<file path="src/rtl/uart_pkg.sv">
// Shared UART definitions: FSM state encoding, baud divisor and parity helpers.
// Used by uart_tx_fifo and the future uart_rx block.
package uart_pkg;

  typedef logic [2:0] uart_state_t;

  localparam logic [2:0] ST_IDLE   = 3'd0;
  localparam logic [2:0] ST_START  = 3'd1;
  localparam logic [2:0] ST_DATA   = 3'd2;
  localparam logic [2:0] ST_PARITY = 3'd3;
  localparam logic [2:0] ST_STOP   = 3'd4;

  localparam logic LINE_IDLE = 1'b1;

  // Clock cycles per bit, rounded to nearest.
  function automatic int div_calc(input int clk_hz, input int baud);
    return (clk_hz + baud / 2) / baud;
  endfunction

  function automatic logic parity_calc(input logic [7:0] data, input logic odd);
    return (^data) ^ odd;
  endfunction

endpackage

</file>
<file path="src/rtl/sync_fifo.sv">
// Synchronous FIFO with extra pointer bit for full/empty and first-word-fall-through head.
// Storage is left unreset so it can map onto iCE40 EBR or LUT RAM.
module sync_fifo #(
  parameter int WIDTH = 8,
  parameter int DEPTH = 16
) (
  input  logic                     clk,
  input  logic                     reset_n,
  input  logic                     push,
  input  logic [WIDTH-1:0]         push_data,
  input  logic                     pop,
  output logic [WIDTH-1:0]         pop_data,
  output logic                     full,
  output logic                     empty,
  output logic [$clog2(DEPTH):0]   level
);

  localparam int AW = $clog2(DEPTH);

  logic [WIDTH-1:0] mem_r [DEPTH];
  logic [AW:0]      wr_ptr_r;
  logic [AW:0]      rd_ptr_r;
  logic             push_ok_s;
  logic             pop_ok_s;

  assign empty     = (wr_ptr_r == rd_ptr_r);
  assign full      = (wr_ptr_r[AW] != rd_ptr_r[AW]) && (wr_ptr_r[AW-1:0] == rd_ptr_r[AW-1:0]);
  assign level     = wr_ptr_r - rd_ptr_r;
  assign pop_ok_s  = pop && !empty;
  // A pop in the same cycle frees the slot, so a push at full is still safe.
  assign push_ok_s = push && (!full || pop_ok_s);
  assign pop_data  = mem_r[rd_ptr_r[AW-1:0]];

  // Storage write port.
  always_ff @(posedge clk) begin
    if (push_ok_s) begin
      mem_r[wr_ptr_r[AW-1:0]] <= push_data;
    end
  end

  // Read/write pointers.
  always_ff @(posedge clk or negedge reset_n) begin
    if (!reset_n) begin
      wr_ptr_r <= {(AW + 1){1'b0}};
      rd_ptr_r <= {(AW + 1){1'b0}};
    end else begin
      if (push_ok_s) wr_ptr_r <= wr_ptr_r + {{AW{1'b0}}, 1'b1};
      if (pop_ok_s)  rd_ptr_r <= rd_ptr_r + {{AW{1'b0}}, 1'b1};
    end
  end

endmodule

</file>
<file path="src/rtl/uart_tx_fifo.sv">
// Buffered UART transmitter: FIFO write port, baud timer, frame FSM and shift register.
// Optional parity bit enabled by defining UART_TX_PARITY_EN.
module uart_tx_fifo
  import uart_pkg::*;
#(
  parameter int CLK_HZ     = 12000000,
  parameter int BAUD       = 115200,
  parameter int DATA_BITS  = 8,
  parameter int STOP_BITS  = 1,
  parameter int FIFO_DEPTH = 16,
  parameter int PARITY_ODD = 0
) (
  input  logic                          clk,
  input  logic                          reset_n,
  input  logic                          wr_valid,
  input  logic [DATA_BITS-1:0]          wr_data,
  output logic                          wr_ready,
  output logic                          tx,
  output logic                          busy,
  output logic [$clog2(FIFO_DEPTH):0]   fifo_level
);

  localparam int DIV = div_calc(CLK_HZ, BAUD);
  localparam int CW  = $clog2(DIV);
  localparam int BW  = $clog2(DATA_BITS + 1);
  localparam int LW  = $clog2(FIFO_DEPTH) + 1;
  localparam logic [CW-1:0] DIV_LAST  = CW'(DIV - 1);
  localparam logic [BW-1:0] DATA_LAST = BW'(DATA_BITS - 1);
  localparam logic [BW-1:0] STOP_LAST = BW'(STOP_BITS - 1);

  logic [1:0]           rst_sync_r;
  logic                 rst_n_s;
  uart_state_t          state_r;
  uart_state_t          state_next_s;
  logic [CW-1:0]        cnt_r;
  logic [BW-1:0]        bit_cnt_r;
  logic [DATA_BITS-1:0] shift_r;
  logic                 tx_r;
  logic                 tx_s;
  logic                 busy_r;
  logic                 tick_s;
  logic                 pop_s;
  logic                 push_s;
  logic                 fifo_full_s;
  logic                 fifo_empty_s;
  logic [DATA_BITS-1:0] head_s;
`ifdef UART_TX_PARITY_EN
  logic                 parity_r;
`endif

  // Reset synchroniser: assertion is immediate, release aligned to clk.
  always_ff @(posedge clk or negedge reset_n) begin
    if (!reset_n) begin
      rst_sync_r <= 2'b00;
    end else begin
      rst_sync_r <= {rst_sync_r[0], 1'b1};
    end
  end
  assign rst_n_s = rst_sync_r[1];

  assign wr_ready = !fifo_full_s || pop_s;
  assign push_s   = wr_valid && wr_ready;
  assign tick_s   = (cnt_r == DIV_LAST);
  assign tx       = tx_r;
  assign busy     = busy_r;

  sync_fifo #(
    .WIDTH (DATA_BITS),
    .DEPTH (FIFO_DEPTH)
  ) u_fifo (
    .clk       (clk),
    .reset_n   (rst_n_s),
    .push      (push_s),
    .push_data (wr_data),
    .pop       (pop_s),
    .pop_data  (head_s),
    .full      (fifo_full_s),
    .empty     (fifo_empty_s),
    .level     (fifo_level)
  );

  // Frame sequencing; pops the next byte on leaving IDLE or at the end of STOP.
  always_comb begin
    state_next_s = state_r;
    pop_s        = 1'b0;
    case (state_r)
      ST_IDLE: begin
        if (!fifo_empty_s) begin
          pop_s        = 1'b1;
          state_next_s = ST_START;
        end else begin
          state_next_s = ST_IDLE;
        end
      end
      ST_START: begin
        if (tick_s) state_next_s = ST_DATA;
        else        state_next_s = ST_START;
      end
      ST_DATA: begin
        if (tick_s && (bit_cnt_r == DATA_LAST)) begin
`ifdef UART_TX_PARITY_EN
          state_next_s = ST_PARITY;
`else
          state_next_s = ST_STOP;
`endif
        end else begin
          state_next_s = ST_DATA;
        end
      end
`ifdef UART_TX_PARITY_EN
      ST_PARITY: begin
        if (tick_s) state_next_s = ST_STOP;
        else        state_next_s = ST_PARITY;
      end
`endif
      ST_STOP: begin
        if (tick_s && (bit_cnt_r == STOP_LAST)) begin
          if (!fifo_empty_s) begin
            pop_s        = 1'b1;
            state_next_s = ST_START;
          end else begin
            state_next_s = ST_IDLE;
          end
        end else begin
          state_next_s = ST_STOP;
        end
      end
      default: begin
        state_next_s = ST_IDLE;
      end
    endcase
  end

  // Line level for the current state; registered one cycle later.
  always_comb begin
    tx_s = LINE_IDLE;
    case (state_r)
      ST_IDLE:   tx_s = LINE_IDLE;
      ST_START:  tx_s = 1'b0;
      ST_DATA:   tx_s = shift_r[0];
`ifdef UART_TX_PARITY_EN
      ST_PARITY: tx_s = parity_r;
`endif
      ST_STOP:   tx_s = 1'b1;
      default:   tx_s = LINE_IDLE;
    endcase
  end

  // FSM state, baud timer, bit counter and registered outputs.
  always_ff @(posedge clk or negedge rst_n_s) begin
    if (!rst_n_s) begin
      state_r   <= ST_IDLE;
      cnt_r     <= {CW{1'b0}};
      bit_cnt_r <= {BW{1'b0}};
      tx_r      <= LINE_IDLE;
      busy_r    <= 1'b0;
    end else begin
      state_r <= state_next_s;
      if ((state_r == ST_IDLE) || tick_s) cnt_r <= {CW{1'b0}};
      else                                cnt_r <= cnt_r + {{(CW - 1){1'b0}}, 1'b1};
      if (state_next_s != state_r) bit_cnt_r <= {BW{1'b0}};
      else if (tick_s)             bit_cnt_r <= bit_cnt_r + {{(BW - 1){1'b0}}, 1'b1};
      tx_r   <= tx_s;
      busy_r <= (state_r != ST_IDLE) || (fifo_level != LW'(0));
    end
  end

  // Payload shift register, LSB goes out first.
  always_ff @(posedge clk or negedge rst_n_s) begin
    if (!rst_n_s) begin
      shift_r <= {DATA_BITS{1'b0}};
    end else if (pop_s) begin
      shift_r <= head_s;
    end else if ((state_r == ST_DATA) && tick_s) begin
      shift_r <= shift_r >> 1;
    end
  end

`ifdef UART_TX_PARITY_EN
  // Parity of the popped byte, held for the PARITY bit.
  always_ff @(posedge clk or negedge rst_n_s) begin
    if (!rst_n_s) begin
      parity_r <= 1'b0;
    end else if (pop_s) begin
      parity_r <= parity_calc(8'(head_s), PARITY_ODD[0]);
    end
  end
`endif

endmodule
</file>
<file path="config.mk">
export PLATFORM = sky130hd
export DESIGN_NAME = uart_tx_fifo
export DESIGN_NICKNAME = d
export VERILOG_FILES = /design/src/rtl/uart_pkg.sv /design/src/rtl/sync_fifo.sv /design/src/rtl/uart_tx_fifo.sv
export SDC_FILE = /design/constraint.sdc
export NUM_CORES = 1
export LEC_CHECK = 0
export ABC_AREA = 0
export BUFFER_PORTS_ARGS = -buffer_cell sky130_fd_sc_hd__buf_4
export CORE_ASPECT_RATIO = 1.4
export CORE_MARGIN = 2
export CORE_UTILIZATION = 50
export CTS_CLUSTER_SIZE = 24
export DETAILED_ROUTE_END_ITERATION = 6
export GPL_ROUTABILITY_DRIVEN = 0
export PLACE_DENSITY = 0.66
export SYNTH_ARGS = -nofsm -noshare
export SYNTH_HDL_FRONTEND = slang
export SYNTH_HIERARCHICAL = 1
export SYNTH_SLANG_ARGS = --single-unit
export TNS_END_PERCENT = 10
</file>
<file path="constraint.sdc">
create_clock -name clk -period 3.4 [get_ports clk]
set_input_delay 0.68 -clock clk [delete_from_list [all_inputs] [get_ports clk]]
set_output_delay 0.68 -clock clk [all_outputs]
set_load 0.03 [all_outputs]
</file>
# ---- Word-level counts from Yosys, hierarchy flattened
# Memory sizes are Yosys's and may differ from the RTL's.
# Index checks and enable logic that the tools add are counted.
dict set report totals {
  ramBits 128
  input_bits 11
  ff_bits 36
  out_inout_bits 8
  word_cells 59
  mem_count 1
}
dict set report op_classes {
  n_eq_ne 9
  muxes 16
  add_sub_neg 5
  n_reduce_logical 19
}
# name words word_bits read_ports rd_clocked_by_memory_dff wr line_no
set mem_list {}
lappend mem_list {u_fifo.mem_r 16 8 1 0 1 sync_fifo.sv:20} ;# logic [WIDTH-1:0] mem_r [DEPTH];
# operator n
set ops {}
lappend ops {{2-to-1 mux 8 bit} 2}
lappend ops {{one-hot mux 3 bit (4 select lines)} 1}
lappend ops {{adder 5 x 1 -> 5 bit, second input constant} 2}
lappend ops {{2-to-1 mux 4 bit} 2}
lappend ops {{adder 7 x 1 -> 7 bit, second input constant} 1}
lappend ops {{== test 7 bit, second input constant} 1}
lappend ops {{logical AND 1 bit} 7}
lappend ops {{2-to-1 mux 7 bit} 1}
lappend ops {{2-to-1 mux 3 bit} 2}
lappend ops {{== test 5 bit} 1}
lappend ops {{2-to-1 mux 1 bit} 5}
lappend ops {{nonzero test 5 bit} 1}
lappend ops {{subtractor 5 bit} 1}
lappend ops {{adder 4 x 1 -> 4 bit, second input constant} 1}
lappend ops {{== test 4 x 3 -> 1 bit, second input constant} 1}
lappend ops {{== test 4 bit} 1}
lappend ops {{zero test 4 bit} 1}
lappend ops {{logical OR 1 bit} 4}
lappend ops {{one-hot mux 1 bit (2 select lines)} 2}
lappend ops {{nonzero test 2 bit} 2}
lappend ops {{== test 3 x 1 -> 1 bit, second input constant} 1}
lappend ops {{== test 3 x 2 -> 1 bit, second input constant} 1}
lappend ops {{== test 3 bit, second input constant} 1}
lappend ops {{zero test 3 bit} 1}
lappend ops {{other kinds (5)} 6}

# ---- Depth between registers and ports, before layout
dict set report logic_depth {
  ltp_word 9
  depth_mapped 15
  mapped_depth_nobuf 10
}

# ---- By module
# Netlist, hierarchy kept.
# mod seq_area_each_um2 area_each_um2 cells_each n_inst
set modules_own_cells {}
lappend modules_own_cells {sync_fifo 4093.9 5754.3 295 1}
lappend modules_own_cells {uart_tx_fifo 651.9 1407.6 131 1}

# ---- Worst setup path after synthesis
# No wires, ideal clock.
dict set report synth_timing {
  kind {reg-to-reg}
  startpoint {register u_fifo.rd_ptr_r[2]}
  endpoint {memory u_fifo.mem_r[10][0], enable pin}
  stages_incl_launch_ff 15
  t_arrival_ns 3.055
  required_ns 3.068
  setup_ns 0.332
  path_buffers 5
  path_slack_ns 0.013
  path_cell_list {dfrtp_1 > buf_2 > buf_2 > buf_2 > inv_1 > ha_1 > and4_1 > and2_1 > or3_1 > a21o_2 > buf_6 > a21boi_0 > o31a_1 > buf_2 > and3_1}
}
dict set report synth_between {
  elab_chain_len 9
  word_cells_on_any_way 15
  classes_between {2 x eq/ne; 5 x mux; 8 x reduce/logical}
}
# element line_no
set synth_rtl {}
lappend synth_rtl {{from (decl)} sync_fifo.sv:22} ;# logic [AW:0] rd_ptr_r;
lappend synth_rtl {{from (signal assigned)} sync_fifo.sv:45} ;# rd_ptr_r <= {(AW + 1){1'b0}};
lappend synth_rtl {{from (signal assigned)} sync_fifo.sv:48} ;# if (pop_ok_s) rd_ptr_r <= rd_ptr_r + {{AW{1'b0}}, 1'b1};
lappend synth_rtl {{== test 5 bit (*)} sync_fifo.sv:26} ;# assign empty = (wr_ptr_r == rd_ptr_r);
lappend synth_rtl {{net fifo_empty_s} uart_tx_fifo.sv:45} ;# logic fifo_empty_s;
lappend synth_rtl {{2-to-1 mux 1 bit (*)} {uart_tx_fifo.sv:88, uart_tx_fifo.sv:118}}
lappend synth_rtl {{2-to-1 mux 1 bit} uart_tx_fifo.sv:117} ;# if (tick_s && (bit_cnt_r == STOP_LAST)) begin
lappend synth_rtl {{one-hot mux 1 bit (2 select lines) (*)} uart_tx_fifo.sv:86} ;# case (state_r)
lappend synth_rtl {{logical OR 1 bit (*)} uart_tx_fifo.sv:61} ;# assign wr_ready = !fifo_full_s || pop_s;
lappend synth_rtl {{logical AND 1 bit (*)} uart_tx_fifo.sv:62} ;# assign push_s = wr_valid && wr_ready;
lappend synth_rtl {{net push_s} uart_tx_fifo.sv:43} ;# logic push_s;
lappend synth_rtl {{logical AND 1 bit (*)} sync_fifo.sv:31} ;# assign push_ok_s = push && (!full || pop_ok_s);
lappend synth_rtl {{2-to-1 mux 1 bit (*)} sync_fifo.sv:36} ;# if (push_ok_s) begin
lappend synth_rtl {{2-to-1 mux 1 bit (not written as such) (*)} sync_fifo.sv:37} ;# mem_r[wr_ptr_r[AW-1:0]] <= push_data;
lappend synth_rtl {{to (decl)} sync_fifo.sv:20}
# The timed path passes the listed nets; every way through them passes the cells marked *.

# ---- Worst setup path in the final report
dict set report layout_timing {
  startpoint {register u_fifo.wr_ptr_r[0]}
  endpoint {memory u_fifo.mem_r[15][3], enable pin}
}
dict set report layout_between {
  elab_chain_len 9
  word_cells_on_any_way 15
  classes_between {2 x eq/ne; 5 x mux; 8 x reduce/logical}
}
# element line_no
set layout_rtl {}
lappend layout_rtl {{from (decl)} sync_fifo.sv:21} ;# logic [AW:0] wr_ptr_r;
lappend layout_rtl {{from (signal assigned)} sync_fifo.sv:44} ;# wr_ptr_r <= {(AW + 1){1'b0}};
lappend layout_rtl {{from (signal assigned)} sync_fifo.sv:47} ;# if (push_ok_s) wr_ptr_r <= wr_ptr_r + {{AW{1'b0}}, 1'b1};
lappend layout_rtl {{== test 5 bit (*)} sync_fifo.sv:26}
lappend layout_rtl {{net fifo_empty_s} uart_tx_fifo.sv:45}
lappend layout_rtl {{2-to-1 mux 1 bit (*)} {uart_tx_fifo.sv:88, uart_tx_fifo.sv:118}}
lappend layout_rtl {{2-to-1 mux 1 bit} uart_tx_fifo.sv:117}
lappend layout_rtl {{one-hot mux 1 bit (2 select lines) (*)} uart_tx_fifo.sv:86}
lappend layout_rtl {{logical OR 1 bit (*)} uart_tx_fifo.sv:61}
lappend layout_rtl {{logical AND 1 bit (*)} uart_tx_fifo.sv:62}
lappend layout_rtl {{net push_s} uart_tx_fifo.sv:43}
lappend layout_rtl {{logical AND 1 bit (*)} sync_fifo.sv:31}
lappend layout_rtl {{2-to-1 mux 1 bit (*)} sync_fifo.sv:36}
lappend layout_rtl {{2-to-1 mux 1 bit (not written as such) (*)} sync_fifo.sv:37}
# Marked as above.

==> qor.yml <==
worstPathMaxFanout: 21
first_iter_violations: 302
die_w_um: 105
synth-seq-area-share: 0.663
synthArstFlopShare: 0.220
slew_viol_final: 0
synth-edff-count: 128
hold_viol: 0
die-area_sq_um: 15300
syn_to_final_growth_pct: 12.5
cts_setup_buffers: 0
crit_path_end_kind: "flip-flop"
diodes: 0
yosysWarnings: 6
preCtsSetupSlack_ns: 0.210
grt_overflow_total: 0
r2r_end: "u_fifo/mem_r[15][3]$_DFFE_PP_"
grt_setup_unrepaired: "false"
maxCapViolCount: 0
final_nets: 477
final_common_cell: "edfxtp_1"
r2r_cells: 10
syn_nets: 450
drc: 0
detailroute.via_count: 3826
avgRoutedWirePerCell_um: 22.7
io_buffers: 18
leakage_uw: 0.00303
numCtsBuffers: 17
swShare: 0.278
synthTopCellsByArea: "edfxtp_1 (54%), dfrtp_1 (12%), mux4_1 (7.7%)"
die_h_um: 146
r2r_slack_ns: 0.21
seq_area_sq_um: 4750
worst_slack_ns: 0.208
status: "finished clean"
htreeDepth: 4
layout-drive-gt1-share: 0.191
cts_tree: "yes"
dr.pass1.iters: 5
clk_pin_slew_worst_paths_ns: 0.07
cts_hold_buf: 0
final.period_utilization: 0.939
arrival_ns: 3.26
min_path_type: "in2async"
stdcell_area_sq_um: 8060
start_util: 0.512
required_ns: 3.47
synth_seq_cells: 164
grt_pass1_vias: 3825
syn_avg_cell_area_sq_um: 16.8
p_comb_frac: 0.166
crit_end: "u_fifo/mem_r[15][3]$_DFFE_PP_"
cts_sinks: 164
synthCells: 426
drt_wl_total_um: 14800
layout_min_cycle_time_ns: 3.19
startpoint_type: "flip-flop"
power_frac_clock: 0.366
worst_pin_slew_ns: 0.688
layout_common_cells: "edfxtp_1 (128), dfrtp_1 (34), buf_4 (28)"
multi_input_area_sq_um: 2210
grt_max_degree: 44
fillers: 1052
synth_top_flop_cell: "edfxtp_1"
yosysUniqueCellTypes: 53
finalSetupViolations: 0
p_switching_uw: 1450
path_class: "reg2reg"
cts-root-buf: "clkbuf_16"
ant_nets: 0
insertion_delay_ns: 0.42
grt_use_total: 0.204
antenna_found_initial: 0
skew_ns: 0.00982
coreArea_sq_um: 14000
yosysTopAreaCell: "edfxtp_1"
cts-resized-gates: 0
viasPerCell: 5.88
cp-startpoint: "u_fifo/wr_ptr_r[0]$_DFFE_PN0P_"
fin_util: 0.576
syn_area_sq_um: 7160
dp_hpwl_um: 10100
clockBufferDepth: 2
rows: 51
yosys.area.top_type_share: 0.537
max_freq_ghz: 0.313
r2r_start: "u_fifo/wr_ptr_r[0]$_DFFE_PN0P_"
power.density_nw_per_um2: 647
internal-power_uw: 3760
io_pins: 19
p_seq_frac: 0.467
ir_worst_vdd_v: 0.000472
slew_headroom: 0.542
grt_pass1_wl_um: 22700
post_dp_cell_area_sq_um: 7460
finalSetupTns_ns: 0
## cell usage after synthesis, types with 5 or more instances
| master | count |
|---|---|
| xor2_1 | 7 |
| nand2_1 | 10 |
| a221oi_1 | 9 |
| o21ai_0 | 13 |
| clkbuf_1 | 5 |
| nand3_1 | 9 |
| mux4_1 | 21 |
| nor2b_1 | 5 |
| buf_2 | 8 |
| mux2_2 | 7 |
| a21oi_1 | 7 |
| dfrtp_1 | 35 |
| nor2_1 | 14 |
| edfxtp_1 | 128 |
| inv_1 | 13 |
| and3_1 | 19 |
| mux2_4 | 5 |
| xnor2_1 | 11 |
| nor3_1 | 6 |
| ha_1 | 12 |
| o21ai_1 | 7 |
| mux2i_1 | 25 |
## final cells by class
class | count | area share
timing repair buffer | 29 | 0.0286
clock buffer | 18 | 0.0533
inverter | 13 | 0.00606
sequential | 164 | 0.589
clock inverter | 14 | 0.0202
multi-input combinational | 228 | 0.274
tap | 185 | 0.0287
## worst min-delay path by stage
stage,depth (start not counted),end,slack (ns),start
floorplan,0,rst_sync_r[1]$_DFF_PN0_,0.33,rst_sync_r[0]$_DFF_PN0_
global placement,1,u_fifo/rd_ptr_r[4]$_DFFE_PN0P_,0.30,rst_sync_r[1]$_DFF_PN0_
detailed placement,1,cnt_r[1]$_DFF_PN0_,0.30,rst_sync_r[1]$_DFF_PN0_
CTS,1,rst_sync_r[1]$_DFF_PN0_,0.02,reset_n
global route,1,rst_sync_r[1]$_DFF_PN0_,0.01,reset_n
finish,1,rst_sync_r[0]$_DFF_PN0_,0.03,reset_n
## cells by family after synthesis
family / count (synthesis) / share of synthesized area
multiplexers: 61 / 0.143
flip-flops: 164 / 0.663
adder cells (fa/ha/maj): 13 / 0.0238
AO/OA/AOI/OAI: 47 / 0.0433
buffers and inverters: 34 / 0.0293
XOR/XNOR: 19 / 0.0243
AND/OR/NAND/NOR: 87 / 0.0732
other: 1 / 0.000524
## critical path: stages, from the launching register on
cell,delay [ns]
dfrtp_1,0.42
inv_1,0.12
ha_1,0.34
and4_1,0.22
and2_1,0.18
or3_1,0.33
a21o_2,0.23
a21boi_0,0.18
o31a_1,0.21
buf_12,0.18
and3_1,0.43
## stage by stage
step,hold slack (ns),std cells,total power [uW]
after floorplan,0.331,426,2980
after global placement,0.301,619,3330
after detailed placement,0.302,619,3350
after CTS,0.0172,651,5250
after global routing,0.0109,651,5410
final,0.0262,651,5210
## flip-flops by register name, summed over array words and instances, names as in the netlist
name,count
u_fifo/mem_r,128
shift_r,8
rst_sync_r,2
busy,1
u_fifo/wr_ptr_r,5
tx,1
u_fifo/rd_ptr_r,5
cnt_r,7
state_r,3
bit_cnt_r,4
## per-layer routing
layer	vias to the layer above	track usage	part of all wire
met4	0	0.0900	0.026
met1	1939	0.248	0.38
met3	25	0.0345	0.053
li1	1721	-	-
met5	-	0	0
met2	141	0.355	0.54
## power groups by stage
stage                     sequential (uW)  clock [uW]  combinational [uW]
after CTS                            2440        1940                 874
after global placement               2470           0                 855
final                                2440        1910                 868
after detailed placement             2480           0                 871
after floorplan                      2450           0                 527
after global routing                 2450        2020                 933
(Power assumes the default switching activity.)
